## src/rtl/bus_arbiter_pkg.sv

```systemverilog
// Shared bus definitions: arbiter state encoding, master indices and
// default timing parameters.
package bus_arbiter_pkg;

  typedef enum logic [1:0] {
    ST_IDLE   = 2'd0,
    ST_GRANT1 = 2'd1,
    ST_GRANT2 = 2'd2,
    ST_TURN   = 2'd3
  } arb_state_e;

  localparam logic M1 = 1'b0;
  localparam logic M2 = 1'b1;

  localparam int DEF_TIMEOUT   = 256;
  localparam int DEF_CNT_WIDTH = 16;

endpackage

```

## src/rtl/arb_idle_timer.sv

```systemverilog
// Saturating idle counter with synchronous clear; o_tc flags the last
// idle count before the bus owner is revoked.
module arb_idle_timer #(
  parameter int CNT_WIDTH = 16,
  parameter int TIMEOUT   = 256
) (
  input  logic clk,
  input  logic rst,
  input  logic i_clr,
  output logic o_tc
);

  localparam logic [CNT_WIDTH-1:0] TC_VAL = CNT_WIDTH'(TIMEOUT - 1);
  localparam logic [CNT_WIDTH-1:0] ONE    = CNT_WIDTH'(1);

  logic [CNT_WIDTH-1:0] r_cnt;

  always_ff @(posedge clk or posedge rst) begin
    if (rst) begin
      r_cnt <= '0;
    end else if (i_clr) begin
      r_cnt <= '0;
    end else if (r_cnt != '1) begin
      r_cnt <= r_cnt + ONE;
    end
  end

  assign o_tc = (r_cnt == TC_VAL);

endmodule

```

## src/rtl/bus_arbiter.sv

```systemverilog
// Two-master round-robin bus arbiter with turnaround cycle and
// idle-owner revocation.
module bus_arbiter
  import bus_arbiter_pkg::*;
#(
  parameter int TIMEOUT   = DEF_TIMEOUT,
  parameter int CNT_WIDTH = DEF_CNT_WIDTH
) (
  input  logic clk,
  input  logic rst,
  input  logic m1_breq,
  input  logic m2_breq,
  input  logic m1_mvalid,
  input  logic m2_mvalid,
  input  logic m1_svalid,
  input  logic m2_svalid,
  input  logic s_ready,
  output logic m1_bgrant,
  output logic m2_bgrant,
  output logic msel,
  output logic bus_busy,
  output logic timeout
);

  arb_state_e r_state;
  arb_state_e w_next;

  logic r_last;
  logic r_blk1;
  logic r_blk2;
  logic r_g1;
  logic r_g2;
  logic r_msel;
  logic r_busy;
  logic r_to;

  logic w_in_grant;
  logic w_owner;
  logic w_own_breq;
  logic w_act;
  logic w_tc;
  logic w_revoke;
  logic w_elig1;
  logic w_elig2;
  logic w_pick;
  logic w_entry;
  logic w_clr;

  logic w_g1_nxt;
  logic w_g2_nxt;
  logic w_msel_nxt;
  logic w_busy_nxt;
  logic w_to_nxt;
  logic w_last_nxt;
  logic w_blk1_nxt;
  logic w_blk2_nxt;

  assign w_in_grant = (r_state == ST_GRANT1) ||
                      (r_state == ST_GRANT2);
  assign w_owner    = (r_state == ST_GRANT2) ? M2 : M1;

  assign w_own_breq = (w_owner == M2) ? m2_breq : m1_breq;

  // Only the current owner's traffic counts as activity
  assign w_act = w_in_grant &&
                 ((w_owner == M2) ? (m2_mvalid || m2_svalid)
                                  : (m1_mvalid || m1_svalid));

  assign w_revoke = w_in_grant && w_own_breq && w_tc && !w_act;

  assign w_elig1 = m1_breq && !r_blk1;
  assign w_elig2 = m2_breq && !r_blk2;

  always_comb begin
    w_pick = M1;
    if (w_elig1 && w_elig2) begin
      w_pick = (r_last == M1) ? M2 : M1;
    end else if (w_elig2) begin
      w_pick = M2;
    end
  end

  always_comb begin
    w_next = r_state;
    unique case (r_state)
      ST_IDLE: begin
        if (s_ready && (w_elig1 || w_elig2)) begin
          w_next = (w_pick == M2) ? ST_GRANT2 : ST_GRANT1;
        end
      end
      ST_GRANT1, ST_GRANT2: begin
        if (!w_own_breq || w_revoke) begin
          w_next = ST_TURN;
        end
      end
      ST_TURN: w_next = ST_IDLE;
      default: w_next = ST_IDLE;
    endcase
  end

  assign w_entry = (r_state == ST_IDLE) && (w_next != ST_IDLE);
  assign w_clr   = w_entry || w_act;

  arb_idle_timer #(
    .CNT_WIDTH (CNT_WIDTH),
    .TIMEOUT   (TIMEOUT)
  ) u_timer (
    .clk   (clk),
    .rst   (rst),
    .i_clr (w_clr),
    .o_tc  (w_tc)
  );

  always_comb begin
    w_g1_nxt   = (w_next == ST_GRANT1);
    w_g2_nxt   = (w_next == ST_GRANT2);
    w_busy_nxt = w_g1_nxt || w_g2_nxt;
    w_to_nxt   = w_revoke;
    w_msel_nxt = r_msel;
    w_last_nxt = r_last;
    w_blk1_nxt = r_blk1;
    w_blk2_nxt = r_blk2;
    if (w_entry) begin
      w_msel_nxt = w_pick;
    end
    if (w_in_grant && (w_next == ST_TURN)) begin
      w_last_nxt = w_owner;
    end
    // A block is lifted once the master lets its request go
    if (w_revoke && (w_owner == M1)) begin
      w_blk1_nxt = 1'b1;
    end else if (!m1_breq) begin
      w_blk1_nxt = 1'b0;
    end
    if (w_revoke && (w_owner == M2)) begin
      w_blk2_nxt = 1'b1;
    end else if (!m2_breq) begin
      w_blk2_nxt = 1'b0;
    end
  end

  always_ff @(posedge clk or posedge rst) begin
    if (rst) begin
      r_state <= ST_IDLE;
    end else begin
      r_state <= w_next;
    end
  end

  always_ff @(posedge clk or posedge rst) begin
    if (rst) begin
      r_g1   <= 1'b0;
      r_g2   <= 1'b0;
      r_msel <= 1'b0;
      r_busy <= 1'b0;
      r_to   <= 1'b0;
      r_last <= M2;
      r_blk1 <= 1'b0;
      r_blk2 <= 1'b0;
    end else begin
      r_g1   <= w_g1_nxt;
      r_g2   <= w_g2_nxt;
      r_msel <= w_msel_nxt;
      r_busy <= w_busy_nxt;
      r_to   <= w_to_nxt;
      r_last <= w_last_nxt;
      r_blk1 <= w_blk1_nxt;
      r_blk2 <= w_blk2_nxt;
    end
  end

  assign m1_bgrant = r_g1;
  assign m2_bgrant = r_g2;
  assign msel      = r_msel;
  assign bus_busy  = r_busy;
  assign timeout   = r_to;

endmodule
```

## config.mk

```make
export PLATFORM = sky130hd
export DESIGN_NAME = bus_arbiter
export DESIGN_NICKNAME = d
export VERILOG_FILES = /design/src/rtl/bus_arbiter_pkg.sv /design/src/rtl/arb_idle_timer.sv /design/src/rtl/bus_arbiter.sv
export SDC_FILE = /design/constraint.sdc
export NUM_CORES = 1
export LEC_CHECK = 0
export ABC_AREA = 1
export CORE_MARGIN = 3
export CORE_UTILIZATION = 50
export DETAILED_ROUTE_END_ITERATION = 12
export PLACE_DENSITY = 0.8
export SLEW_MARGIN = 20
export SYNTH_ARGS = -nofsm -noshare
export SYNTH_HDL_FRONTEND = slang
export SYNTH_HIERARCHICAL = 1
export SYNTH_SLANG_ARGS = --single-unit
```

## constraint.sdc

```tcl
create_clock -name clk -period 3.5 [get_ports clk]
set_input_delay 0.525 -clock clk [delete_from_list [all_inputs] [get_ports clk]]
set_output_delay 0.525 -clock clk [all_outputs]
set_load 0.05 [all_outputs]
```

* Yosys cells after proc, flatten, opt, wreduce, memory -nomap -nowiden
Cells that the tools add are included.
** Cells by class
- $add $sub $neg :: 1
- Equal/unequal tests :: 10
- Muxes and demuxes :: 16
- Bitwise gates (word level) :: 1
- Reduce and logical (&&, ||, !) cells :: 27
** Operator list (number)
- 2-to-1 mux 16 bit :: 2
- adder 16 x 1 -> 16 bit, second input constant :: 1
- == test 16 x 8 -> 1 bit, second input constant :: 1
- != test 16 bit, second input constant :: 1
- logical AND 1 bit :: 12
- 2-to-1 mux 1 bit :: 10
- == test 2 bit, second input constant :: 4
- logical OR 1 bit :: 7
- 2-to-1 mux 2 bit :: 3
- one-hot mux 2 bit (3 select lines) :: 1
- == test 2 x 1 -> 1 bit, second input constant :: 2
- zero test 1 bit :: 4
- != test 2 x 1 -> 1 bit, second input constant :: 2
- nonzero test 2 bit :: 2
- zero test 2 bit :: 1
- OR reduction 2 bit :: 1
- NOT 1 bit :: 1
** Storage, ports and cells
- Register bits after elaboration :: 26
- Bits of input ports :: 9
- Output and inout bits :: 5
- Word-level logic and storage cells :: 65

* Depth between registers and ports, before layout
Gate-level depths: netlist (run 1).
- Word-level depth :: 13
- Depth in mapped cells :: 17
- Mapped depth without buffers :: 16

* Cells and area by module
The synthesis (run 1) kept the hierarchy.
** By module, submodules not included
- arb_idle_timer :: instances 1, cells an instance 147, area each 1019.7 µm²
- bus_arbiter :: instances 1, cells an instance 71, area each 589.3 µm²

* Worst setup path before layout (run 1)
No wires, ideal clock.
- Kind :: flip-flop to flip-flop
- From :: register u_timer.r_cnt[0]
- To :: register u_timer.r_cnt[7]
- Arrival :: 2555 ps
- Required time :: 3381 ps
- Path slack :: 826 ps
- Stages on the path, launching flop included :: 18
- Path buffers :: 1
- Cell sequence :: dfrtp_1 > ha_1 > nand3_2 > inv_2 > nand2_2 > nor3_1 > nand2_1 > nor2_4 > nand2_4 > nand3_2 > a21oi_1 > ha_1 > or2_2 > nand2_1 > clkinv_1 > clkbuf_1 > nand3_1 > nand2_1
** Between the ends
- Cells in the longest elaborated chain, start to end :: 10
- Elaborated cells between the ends (all ways) :: 14
- Classes of those cells :: add/sub (1); eq/ne (2); mux (4); reduce/logical (7)
** Ends and longest elaborated chain
- from (decl) :: RTL line arb_idle_timer.sv:16 : logic [CNT_WIDTH-1:0] r_cnt;
- from (signal assigned) :: RTL line arb_idle_timer.sv:24 : r_cnt <= r_cnt + ONE;
- == test 16 x 8 -> 1 bit * :: RTL line arb_idle_timer.sv:28 : assign o_tc = (r_cnt == TC_VAL);
- net w_tc :: RTL line bus_arbiter.sv:41 : logic w_tc;
- logical AND 1 bit * (2 in a row) :: RTL line bus_arbiter.sv:69 : assign w_revoke = w_in_grant && w_own_breq && w_tc && !w_act;
- logical OR 1 bit * :: RTL line bus_arbiter.sv:92 : if (!w_own_breq || w_revoke) begin
- 2-to-1 mux 2 bit * :: RTL line bus_arbiter.sv:92
- one-hot mux 2 bit (3 select lines) * :: RTL line bus_arbiter.sv:85 : unique case (r_state)
- nonzero test 2 bit * :: RTL line bus_arbiter.sv:101 : assign w_entry = (r_state == ST_IDLE) && (w_next != ST_IDLE);
- logical AND 1 bit * :: RTL line bus_arbiter.sv:101
- logical OR 1 bit * :: RTL line bus_arbiter.sv:102 : assign w_clr = w_entry || w_act;
- net w_clr :: RTL line bus_arbiter.sv:47 : logic w_clr;
- 2-to-1 mux 16 bit or nonzero test 2 bit (tied branches)
The timed path passes the listed nets; every way through them passes the cells marked *. The select of a mux whose other input is x is not followed.
A chain may end at the register's enable or synchronous reset.

* Worst setup path in the final report (run 1)
- From :: register u_timer.r_cnt[0]
- To :: register u_timer.r_cnt[11]
Same word-level chain as after synthesis.

==> results of run 1 <==
flip-flops by register name, indices dropped and copies added, names as in the netlist:
| register | cells |
|---|---|
| u_timer/r_cnt | 16 |
| r_state | 2 |
| bus_busy | 1 |
| m1_bgrant | 1 |
| m2_bgrant | 1 |
| msel | 1 |
| r_blk1 | 1 |
| r_blk2 | 1 |
| r_last | 1 |
| timeout | 1 |
through the flow:
stage          area (µm²)  utilization
6_report             1840        0.633
3_3_place_gp         1780        0.615
5_1_grt              1840        0.633
2_1_floorplan        1610            -
3_5_place_dp         1780        0.615
4_1_cts              1840        0.633
logic make-up (layout without fill, tap and decap cells):
group | Yosys count | in the layout | synth area share
DFF | 26 | 26 | 0.405
and+or+nand+nor | 136 | 136 | 0.411
AOI/OAI and AO/OA | 11 | 11 | 0.0365
buffers and inverters | 38 | 54 | 0.0933
adders and majority gates | 7 | 7 | 0.0544
critical path: stages, from the launching register on:
cell	delay, ns
dfrtp_1	0.44
ha_1	0.27
nand3_2	0.12
inv_2	0.09
nand2_2	0.07
nor3_1	0.22
nand2_1	0.12
nor2_4	0.13
nand2_4	0.08
nand3_2	0.07
a21oi_1	0.09
ha_1	0.21
or2_2	0.32
nand2_1	0.08
clkinv_1	0.26
buf_4	0.28
nand3_1	0.08
nand2_1	0.05
cell usage after synthesis:
cell type	n	share of area
a21oi_1	4	0.012
a31oi_1	1	0.0039
buf_6	1	0.0070
clkbuf_1	1	0.0023
clkinv_1	1	0.0023
dfrtp_1	25	0.39
dfstp_2	1	0.016
ha_1	7	0.054
inv_1	31	0.072
inv_2	4	0.0093
nand2_1	64	0.15
nand2_2	4	0.016
nand2_4	1	0.0070
nand3_1	26	0.081
nand3_2	4	0.025
nand3_4	1	0.011
nand4_1	7	0.027
nor2_1	17	0.040
nor2_2	2	0.0078
nor2_4	3	0.021
nor3_1	1	0.0031
o21ai_0	2	0.0062
o21ai_1	2	0.0062
o22ai_1	2	0.0078
or2_2	6	0.023
cell type report:
type	count	area (µm²)	area share
Timing Repair Buffer	14	138	0.0749
Inverter	36	135	0.0736
Sequential cell	26	652	0.355
Tap cell	42	52.6	0.0286
Multi-Input combinational cell	154	807	0.439
Clock inverter	1	30.0	0.0163
Clock buffer	3	22.5	0.0123
worst max-delay path by stage:
| stage | from | cells after the start | slack [ns] | end |
|---|---|---|---|---|
| floorplan | u_timer/r_cnt[0] | 17 | 0.83 | u_timer/r_cnt[7] |
| global placement | u_timer/r_cnt[0] | 17 | 0.55 | u_timer/r_cnt[9] |
| detailed placement | u_timer/r_cnt[0] | 17 | 0.47 | u_timer/r_cnt[14] |
| CTS | u_timer/r_cnt[0] | 17 | 0.44 | u_timer/r_cnt[11] |
| global route | u_timer/r_cnt[0] | 17 | 0.15 | u_timer/r_cnt[11] |
| finish | u_timer/r_cnt[0] | 17 | 0.44 | u_timer/r_cnt[11] |
power groups by stage:
stage               Sequential, mW  Clock [mW]  Combinational [mW]
finish                       0.395       0.208               0.537
CTS                          0.394       0.214               0.540
global placement             0.400           0               0.524
floorplan                    0.462           0               0.322
global route                 0.404       0.225               0.599
detailed placement           0.401           0               0.536
per-layer routing:
layer / track usage / wire length (µm) / vias to the layer above
li1: - / - / 716
met1: 0.246 / 1570 / 623
met4: 0.0579 / 38 / 0
met5: 0 / 0 / -
met2: 0.286 / 1430 / 43
met3: 0.0162 / 154 / 4
==> run metrics, run 1 <==
outcome=complete, no violations; most common cell after layout, fill and taps aside=nand2_1; diodes inserted=0; setup TNS=0 ns; Critical Path RT=3.72 ns; worst setup margin=roughly 0.44 ns; via count=1386; period utilization=0.875; DRT iter0 DRCs=about 110; Register-to-Register Path Depth=17; Overflow after GRT=0; Ys Warns=6; vias in the first global route=1295; Placed Instances=272; Die Ht=about 63 µm; share of layout cells above drive strength 1=0.132; CTS tree=done; Pwr Total=~1.1 mW; drt first pass iters=5; Clock Latency Late Sink=roughly 0.33 ns; DP Worst Slack=0.469 ns; Layout Cells excl Fill=roughly 280; Worst Max-Slew Pin Slew=0.616 ns; routability cong.=0.887; CP Data Arrival Time=between 3 and 4 ns; Synth Cell Area=approximately 0.0016 mm²; cell row count=19; WL/cell=approximately 12 µm; #FFs+latches synth=26; most frequent cells in the layout=nand2_1 (64), inv_1 (31), nand3_1 (26); RSZ-0062 raised after global routing=no; pin count of the biggest net entering global routing=17; antenna-violating nets left=0; CTS clock-pin slew for the worst setup and hold paths=around 0.15 ns; fin crit period=around 3 ns; switching pwr=between 400 and 500 µW; Worst slew margin=0.589; Power Dens Cells=about 620 mW/mm²; Pleak=~0.97 nW; sequential-to-total area share from yosys stat=0.405; number of fill cells=about 280; Final Setup Violations=0; initial antenna violation count=0; Max Cap Violations=0; routed wire length=~3.2 mm; Initial Utilization=0.555; Mapped Avg Cell Area=between 7 and 8 µm²; Total GRT Usage=0.176; post-CTS setup buffers=0; average vias per placed instance=about 5; area grow syn2layout=14.2%; cell count after synthesis=approximately 220; Logic pwr share=0.471; Worst Setup Path Type=reg -> reg; # clock sinks=26; Max clock buf depth=2; total die area=0.00394 mm²; final net count=roughly 250; post_cts resized=0; dpl hpwl=between 2 and 3 mm; crit start category=register; flop-to-flop setup slack=between 0.4 and 0.5 ns; hold-fix buffers at CTS=0; CTS H-tree lvls=1; Clock Skew=0.00844 ns; hold_ws=just under 0.5 ns; syn_nets=around 230; DRC viols=0; Clk Tree Root Cell=clkbuf_4; max frequency=0.327 GHz; Worst R2R End=u_timer/r_cnt[11]; first-pass GRT wire length=5.67 mm; final max-slew violation count=0; die width=roughly 63 µm; Internal Power=about 650 µW; CP Max Fanout=9; share of total power in the clock network=0.183; # port buffers=13; Peak supply drop=361 µV; I/O pin cnt=14; final-report hold violation count=0; Sw Ratio=0.426; Flop pwr share=0.346; type of destination of the critical path=register; Hold Path Class=in -> async; CTS Buf Count=3; worst flop-to-flop path startpoint=u_timer/r_cnt[0]; count of different cell masters after synthesis=25; Core ar.=0.00290 mm²
No activity file was read; power rests on OpenSTA's default activity.
==> run 2: changes to the inputs <==
==> constraint.sdc (replaced) <==
create_clock -name clk -period 3.44 [get_ports clk]
set_input_delay 0.516 -clock clk [delete_from_list [all_inputs] [get_ports clk]]
set_output_delay 0.516 -clock clk [all_outputs]
set_load 0.05 [all_outputs]
==> run metrics, run 2 (synthesis results as in run 1) <==
Clk Tree Root Cell=clkbuf_4 (unchanged); Hold Path Class=in -> async (unchanged); DRC viols=0 (unchanged); area grow syn2layout=14.2% (unchanged); Total GRT Usage=0.186 (was 0.176); most common cell after layout, fill and taps aside=nand2_1 (unchanged); final-report hold violation count=0 (unchanged); diodes inserted=0 (unchanged); CTS H-tree lvls=1 (unchanged); DRT iter0 DRCs=134 (was 111); Critical Path RT=3.65 ns (was 3.72 ns); Overflow after GRT=0 (unchanged); die width=62.7 µm (unchanged); hold-fix buffers at CTS=0 (unchanged); post_cts resized=0 (unchanged); flop-to-flop setup slack=0.45 ns (was 0.44 ns); cell row count=19 (unchanged); initial antenna violation count=0 (unchanged); post-CTS setup buffers=0 (unchanged); worst setup margin=0.451 ns (was 0.438 ns); setup TNS=0 ns (unchanged); CP Max Fanout=10 (was 9); final max-slew violation count=0 (unchanged); share of layout cells above drive strength 1=0.132 (unchanged); crit start category=register (unchanged); max frequency=0.335 GHz (was 0.327 GHz); pin count of the biggest net entering global routing=17 (unchanged); Pwr Total=1.16 mW (was 1.14 mW); total die area=0.00394 mm² (unchanged); via count=1420 (was 1386); CTS tree=done (unchanged); Max clock buf depth=2 (unchanged); Worst R2R End=u_timer/r_cnt[0] (was u_timer/r_cnt[11]); CTS clock-pin slew for the worst setup and hold paths=0.15 ns (about the same); Power Dens Cells=629 mW/mm² (was 621 mW/mm²); outcome=complete, no violations (unchanged); Clock Latency Late Sink=0.32 ns (was 0.33 ns); Pleak=0.970 nW (unchanged); Worst Setup Path Type=reg -> reg (unchanged); final net count=251 (unchanged); RSZ-0062 raised after global routing=no (unchanged); Worst Max-Slew Pin Slew=0.631 ns (was 0.616 ns); type of destination of the critical path=register (unchanged); Clock Skew=0.0131 ns (was 0.00844 ns); Worst slew margin=0.579 (was 0.589); Largest register FFs=16 (unchanged); routability cong.=0.908 (was 0.887); most frequent cells in the layout=nand2_1 (64), inv_1 (31), nand3_1 (26) (unchanged); Reg with most FFs=u_timer/r_cnt (unchanged); # clock sinks=26 (unchanged); drt first pass iters=4 (was 5); routed wire length=3.26 mm (was 3.19 mm); vias in the first global route=1391 (was 1295); period utilization=0.869 (was 0.875); Register-to-Register Path Depth=17 (unchanged); WL/cell=11.8 µm (was 11.5 µm); first-pass GRT wire length=6.03 mm (was 5.67 mm); Core ar.=0.00290 mm² (unchanged); # port buffers=13 (unchanged); Peak supply drop=386 µV (was 361 µV); CTS Buf Count=3 (unchanged); fin crit period=2.99 ns (was 3.06 ns); CP Data Arrival Time=3.20 ns (was 3.29 ns); Initial Utilization=0.555 (unchanged); Max Cap Violations=0 (unchanged); biggest regs=u_timer/r_cnt x16, r_state x2 (unchanged); antenna-violating nets left=0 (unchanged); Die Ht=62.7 µm (unchanged); I/O pin cnt=14 (unchanged); Final Setup Violations=0 (unchanged); DP Worst Slack=0.494 ns (was 0.469 ns); worst flop-to-flop path startpoint=u_timer/r_cnt[0] (unchanged); dpl hpwl=2.58 mm (was 2.51 mm); average vias per placed instance=5.14 (was 5.02)
run 2: power by group:
part / switching [mW] / total, mW / internal, mW
registers: 0.0371 / 0.403 / 0.366
logic: 0.365 / 0.546 / 0.180
clock network: 0.0897 / 0.207 / 0.118
run 2: worst max path at each step:
stage                          start  slack (ns)           endpoint
floorplan           u_timer/r_cnt[0]        0.77   u_timer/r_cnt[7]
global placement    u_timer/r_cnt[0]        0.52  u_timer/r_cnt[10]
detailed placement  u_timer/r_cnt[0]        0.49   u_timer/r_cnt[2]
CTS                 u_timer/r_cnt[0]        0.45   u_timer/r_cnt[0]
global route        u_timer/r_cnt[0]        0.14   u_timer/r_cnt[2]
finish              u_timer/r_cnt[0]        0.45   u_timer/r_cnt[0]
run 2: worst max-delay path: stages (launching register included):
cell and delay (ns):
dfrtp_1 0.45, ha_1 0.27, nand3_2 0.11, inv_2 0.09, nand2_2 0.07, nor3_1 0.18, nand2_1 0.11, nor2_4 0.13
nand2_4 0.08, nand3_2 0.08, a21oi_1 0.09, ha_1 0.20, or2_2 0.31, nand2_1 0.08, clkinv_1 0.23, buf_4 0.27
nand3_1 0.08, o21ai_1 0.07
run 2: through the flow:
stage                     hold slack, ns   util  instance area, µm²  instances
final                              0.483  0.633                1840        276
after floorplan                    0.355      -                1610        218
after detailed placement           0.478  0.615                1780        272
after CTS                          0.491  0.633                1840        276
after global placement             0.483  0.615                1780        272
after global routing               0.496  0.633                1840        276
run 2: metal layers:
metal	wire length, µm	track usage	up-vias	share of wire
li1	-	-	726	-
met1	1630	0.253	649	0.50
met2	1460	0.302	39	0.45
met3	135	0.0234	6	0.041
met4	38	0.0661	0	0.012
met5	0	0	-	0
run 2: area by class of cell:
type                    instances  area, µm²
clock buffers                   3       22.5
clock inverters                 1       30.0
fillers                       270       1060
inverters                      36        135
multi-input cells             154        807
flip-flops and latches         26        652
well taps                      42       52.6
repair buffers                 14        138
==> run 3: changes to the inputs <==
==> constraint.sdc (replaced) <==
create_clock -name clk -period 2.9 [get_ports clk]
set_input_delay 0.435 -clock clk [delete_from_list [all_inputs] [get_ports clk]]
set_output_delay 0.435 -clock clk [all_outputs]
set_load 0.05 [all_outputs]
==> run metrics, run 3 (synthesis results as in run 1) <==
outcome=complete, no violations (unchanged); WL/cell=11.8 µm (about the same); via count=1380 (was 1420); # clock sinks=26 (unchanged); Clk Tree Root Cell=clkbuf_4 (unchanged); Logic pwr share=0.506 (was 0.472); max incr delay on CP=0.46 ns (was 0.45 ns); Layout Cells excl Fill=277 (was 276); Die Ht=62.7 µm (unchanged); cell-by-cell trace of the critical path=ha_4 > nand3_2 > inv_2 > nand2_2 > nor3_2 > nand2_1 > nor2_4 > nand2_4 > nand3_2 > a21oi_1 > ha_1 > or2_2 > nand2_1 > inv_2 > buf_4 > nand3_1 > nand2_1 (was ha_1 > nand3_2 > inv_2 > nand2_2 > nor3_1 > nand2_1 > nor2_4 > nand2_4 > nand3_2 > a21oi_1 > ha_1 > or2_2 > nand2_1 > clkinv_1 > buf_4 > nand3_1 > o21ai_1); Clock Latency Late Sink=0.31 ns (was 0.32 ns); fin crit period=2.63 ns (was 2.99 ns); type of destination of the critical path=register (unchanged); Reg with most FFs=u_timer/r_cnt (unchanged); die width=62.7 µm (unchanged); post-CTS setup buffers=0 (unchanged); final max-slew violation count=0 (unchanged); Peak supply drop=486 µV (was 386 µV); Worst R2R End=u_timer/r_cnt[10] (was u_timer/r_cnt[0]); area grow syn2layout=14.8% (was 14.2%); Largest register FFs=16 (unchanged); hold_ws=0.409 ns (was 0.483 ns); Hold Path Class=in -> async (unchanged); routed wire length=3.28 mm (was 3.26 mm); Internal Power=754 µW (was 664 µW); biggest regs=u_timer/r_cnt x16, r_state x2 (unchanged); initial antenna violation count=0 (unchanged); most frequent cells in the layout=nand2_1 (64), inv_1 (31), nand3_1 (26) (unchanged); period utilization=0.907 (was 0.869); Core ar.=0.00290 mm² (unchanged); max frequency=0.380 GHz (was 0.335 GHz); total die area=0.00394 mm² (unchanged); CTS clock-pin slew for the worst setup and hold paths=0.13 ns (was 0.15 ns); setup TNS=0 ns (unchanged); routability cong.=0.893 (was 0.908); share of total power in the clock network=0.132 (was 0.179); crit start category=register (unchanged); Initial Utilization=0.555 (unchanged); CTS Buf Count=3 (unchanged); Pwr Total=1.34 mW (was 1.16 mW); Pleak=0.969 nW (was 0.970 nW); switching pwr=584 µW (was 492 µW); Overflow after GRT=0 (unchanged); Worst slew margin=0.585 (was 0.579); drt first pass iters=4 (unchanged); Final Setup Violations=0 (unchanged); pin count of the biggest net entering global routing=17 (unchanged); CP Max Fanout=10 (unchanged); Critical Path RT=3.10 ns (was 3.65 ns); CP Data Arrival Time=2.83 ns (was 3.20 ns); CP max stage cell=dfrtp_1 (unchanged); area of the multi-input gates=825 µm² (was 807 µm²); worst flop-to-flop path startpoint=u_timer/r_cnt[1] (was u_timer/r_cnt[0]); Worst Max-Slew Pin Slew=0.622 ns (was 0.631 ns); Power Dens Cells=725 mW/mm² (was 629 mW/mm²); vias in the first global route=1299 (was 1391); first-pass GRT wire length=5.75 mm (was 6.03 mm); final net count=252 (was 251); CTS H-tree lvls=1 (unchanged); Max Cap Violations=0 (unchanged); Sw Ratio=0.437 (was 0.426); final core utilization=0.637 (was 0.633); Max clock buf depth=2 (unchanged); # port buffers=13 (unchanged); DRC viols=0 (unchanged); final-report hold violation count=0 (unchanged); dpl hpwl=2.62 mm (was 2.58 mm); storage element area=653 µm² (was 652 µm²); cell mode on critical path=nand2_1; cell row count=19 (unchanged); Register-to-Register Path Depth=17 (unchanged); RSZ-0062 raised after global routing=no (unchanged); antenna-violating nets left=0 (unchanged); Worst Setup Path Type=reg -> reg (unchanged); Placed Instances=273 (was 272); share of layout cells above drive strength 1=0.153 (was 0.132); Flop pwr share=0.362 (was 0.349); DRT iter0 DRCs=71 (was 134); flop-to-flop setup slack=0.27 ns (was 0.45 ns); most common cell after layout, fill and taps aside=nand2_1 (unchanged); CTS tree=done (unchanged); diodes inserted=0 (unchanged); Total GRT Usage=0.180 (was 0.186); I/O pin cnt=14 (unchanged); average vias per placed instance=4.98 (was 5.14); Clock Skew=0.00804 ns (was 0.0131 ns); number of fill cells=266 (was 270)
run 3: cell count changes in the layout (fill, tap and decap cells not counted):
| cell | change |
|---|---|
| buf_4 | +1 |
| bufinv_16 | -1 |
| clkbuf_8 | +1 |
| clkinv_1 | -1 |
| dfrtp_1 | -1 |
| dfrtp_2 | +1 |
| ha_1 | -1 |
| ha_4 | +1 |
| inv_2 | +1 |
| nor3_1 | -1 |
| nor3_2 | +1 |
run 3: power by group through the flow:
stage	sequential (mW)	combinational [mW]	clock, mW
floorplan	0.558	0.389	0
global placement	0.483	0.661	0
detailed placement	0.483	0.669	0
CTS	0.477	0.671	0.188
global route	0.494	0.757	0.205
finish	0.485	0.677	0.176
run 3: area by class of cell:
type,instances,share of cell area
inverter,36,0.0732
timing repair buffer,15,0.0786
sequential,26,0.354
tap,42,0.0285
clock buffer,4,0.0196
multi-input combinational,154,0.446
run 3: worst max-delay path by stage:
stage,from,to,slack (ns),depth (start not counted)
finish,u_timer/r_cnt[1],u_timer/r_cnt[10],0.27,17
global route,u_timer/r_cnt[1],u_timer/r_cnt[9],0.05,17
CTS,u_timer/r_cnt[0],u_timer/r_cnt[1],0.1,17
detailed placement,u_timer/r_cnt[0],u_timer/r_cnt[11],0.13,17
global placement,u_timer/r_cnt[0],u_timer/r_cnt[1],0.22,17
floorplan,u_timer/r_cnt[0],u_timer/r_cnt[7],0.23,17
run 3: per-stage QoR:
| stage | area (µm²) | worst slack, ns |
|---|---|---|
| after floorplan | 1610 | 0.226 |
| after global placement | 1790 | 0.218 |
| after detailed placement | 1790 | 0.126 |
| after CTS | 1830 | 0.0974 |
| after global routing | 1850 | 0.0510 |
| final | 1850 | 0.270 |
run 3: metal layers:
| layer | vias up | global-route usage | wire (µm) |
|---|---|---|---|
| met5 | - | 0 | 0 |
| met4 | 0 | 0.0358 | 15 |
| met3 | 2 | 0.0360 | 155 |
| met1 | 623 | 0.234 | 1600 |
| li1 | 725 | - | - |
| met2 | 30 | 0.312 | 1510 |
run 3: worst max-delay path, delay by kind of cell (launching register included):
family,cells,cell delay [ns]
AOI/OAI and AO/OA,1,0.09
DFF,1,0.46
buffers and inverters,3,0.30
adders and majority gates,2,0.40
and+or+nand+nor,11,1.28
run 3: timing repair:
action	CTS	global route
endpoints found under the setup margin	0	16
hold buffers	0	0
gates resized for setup	0	5
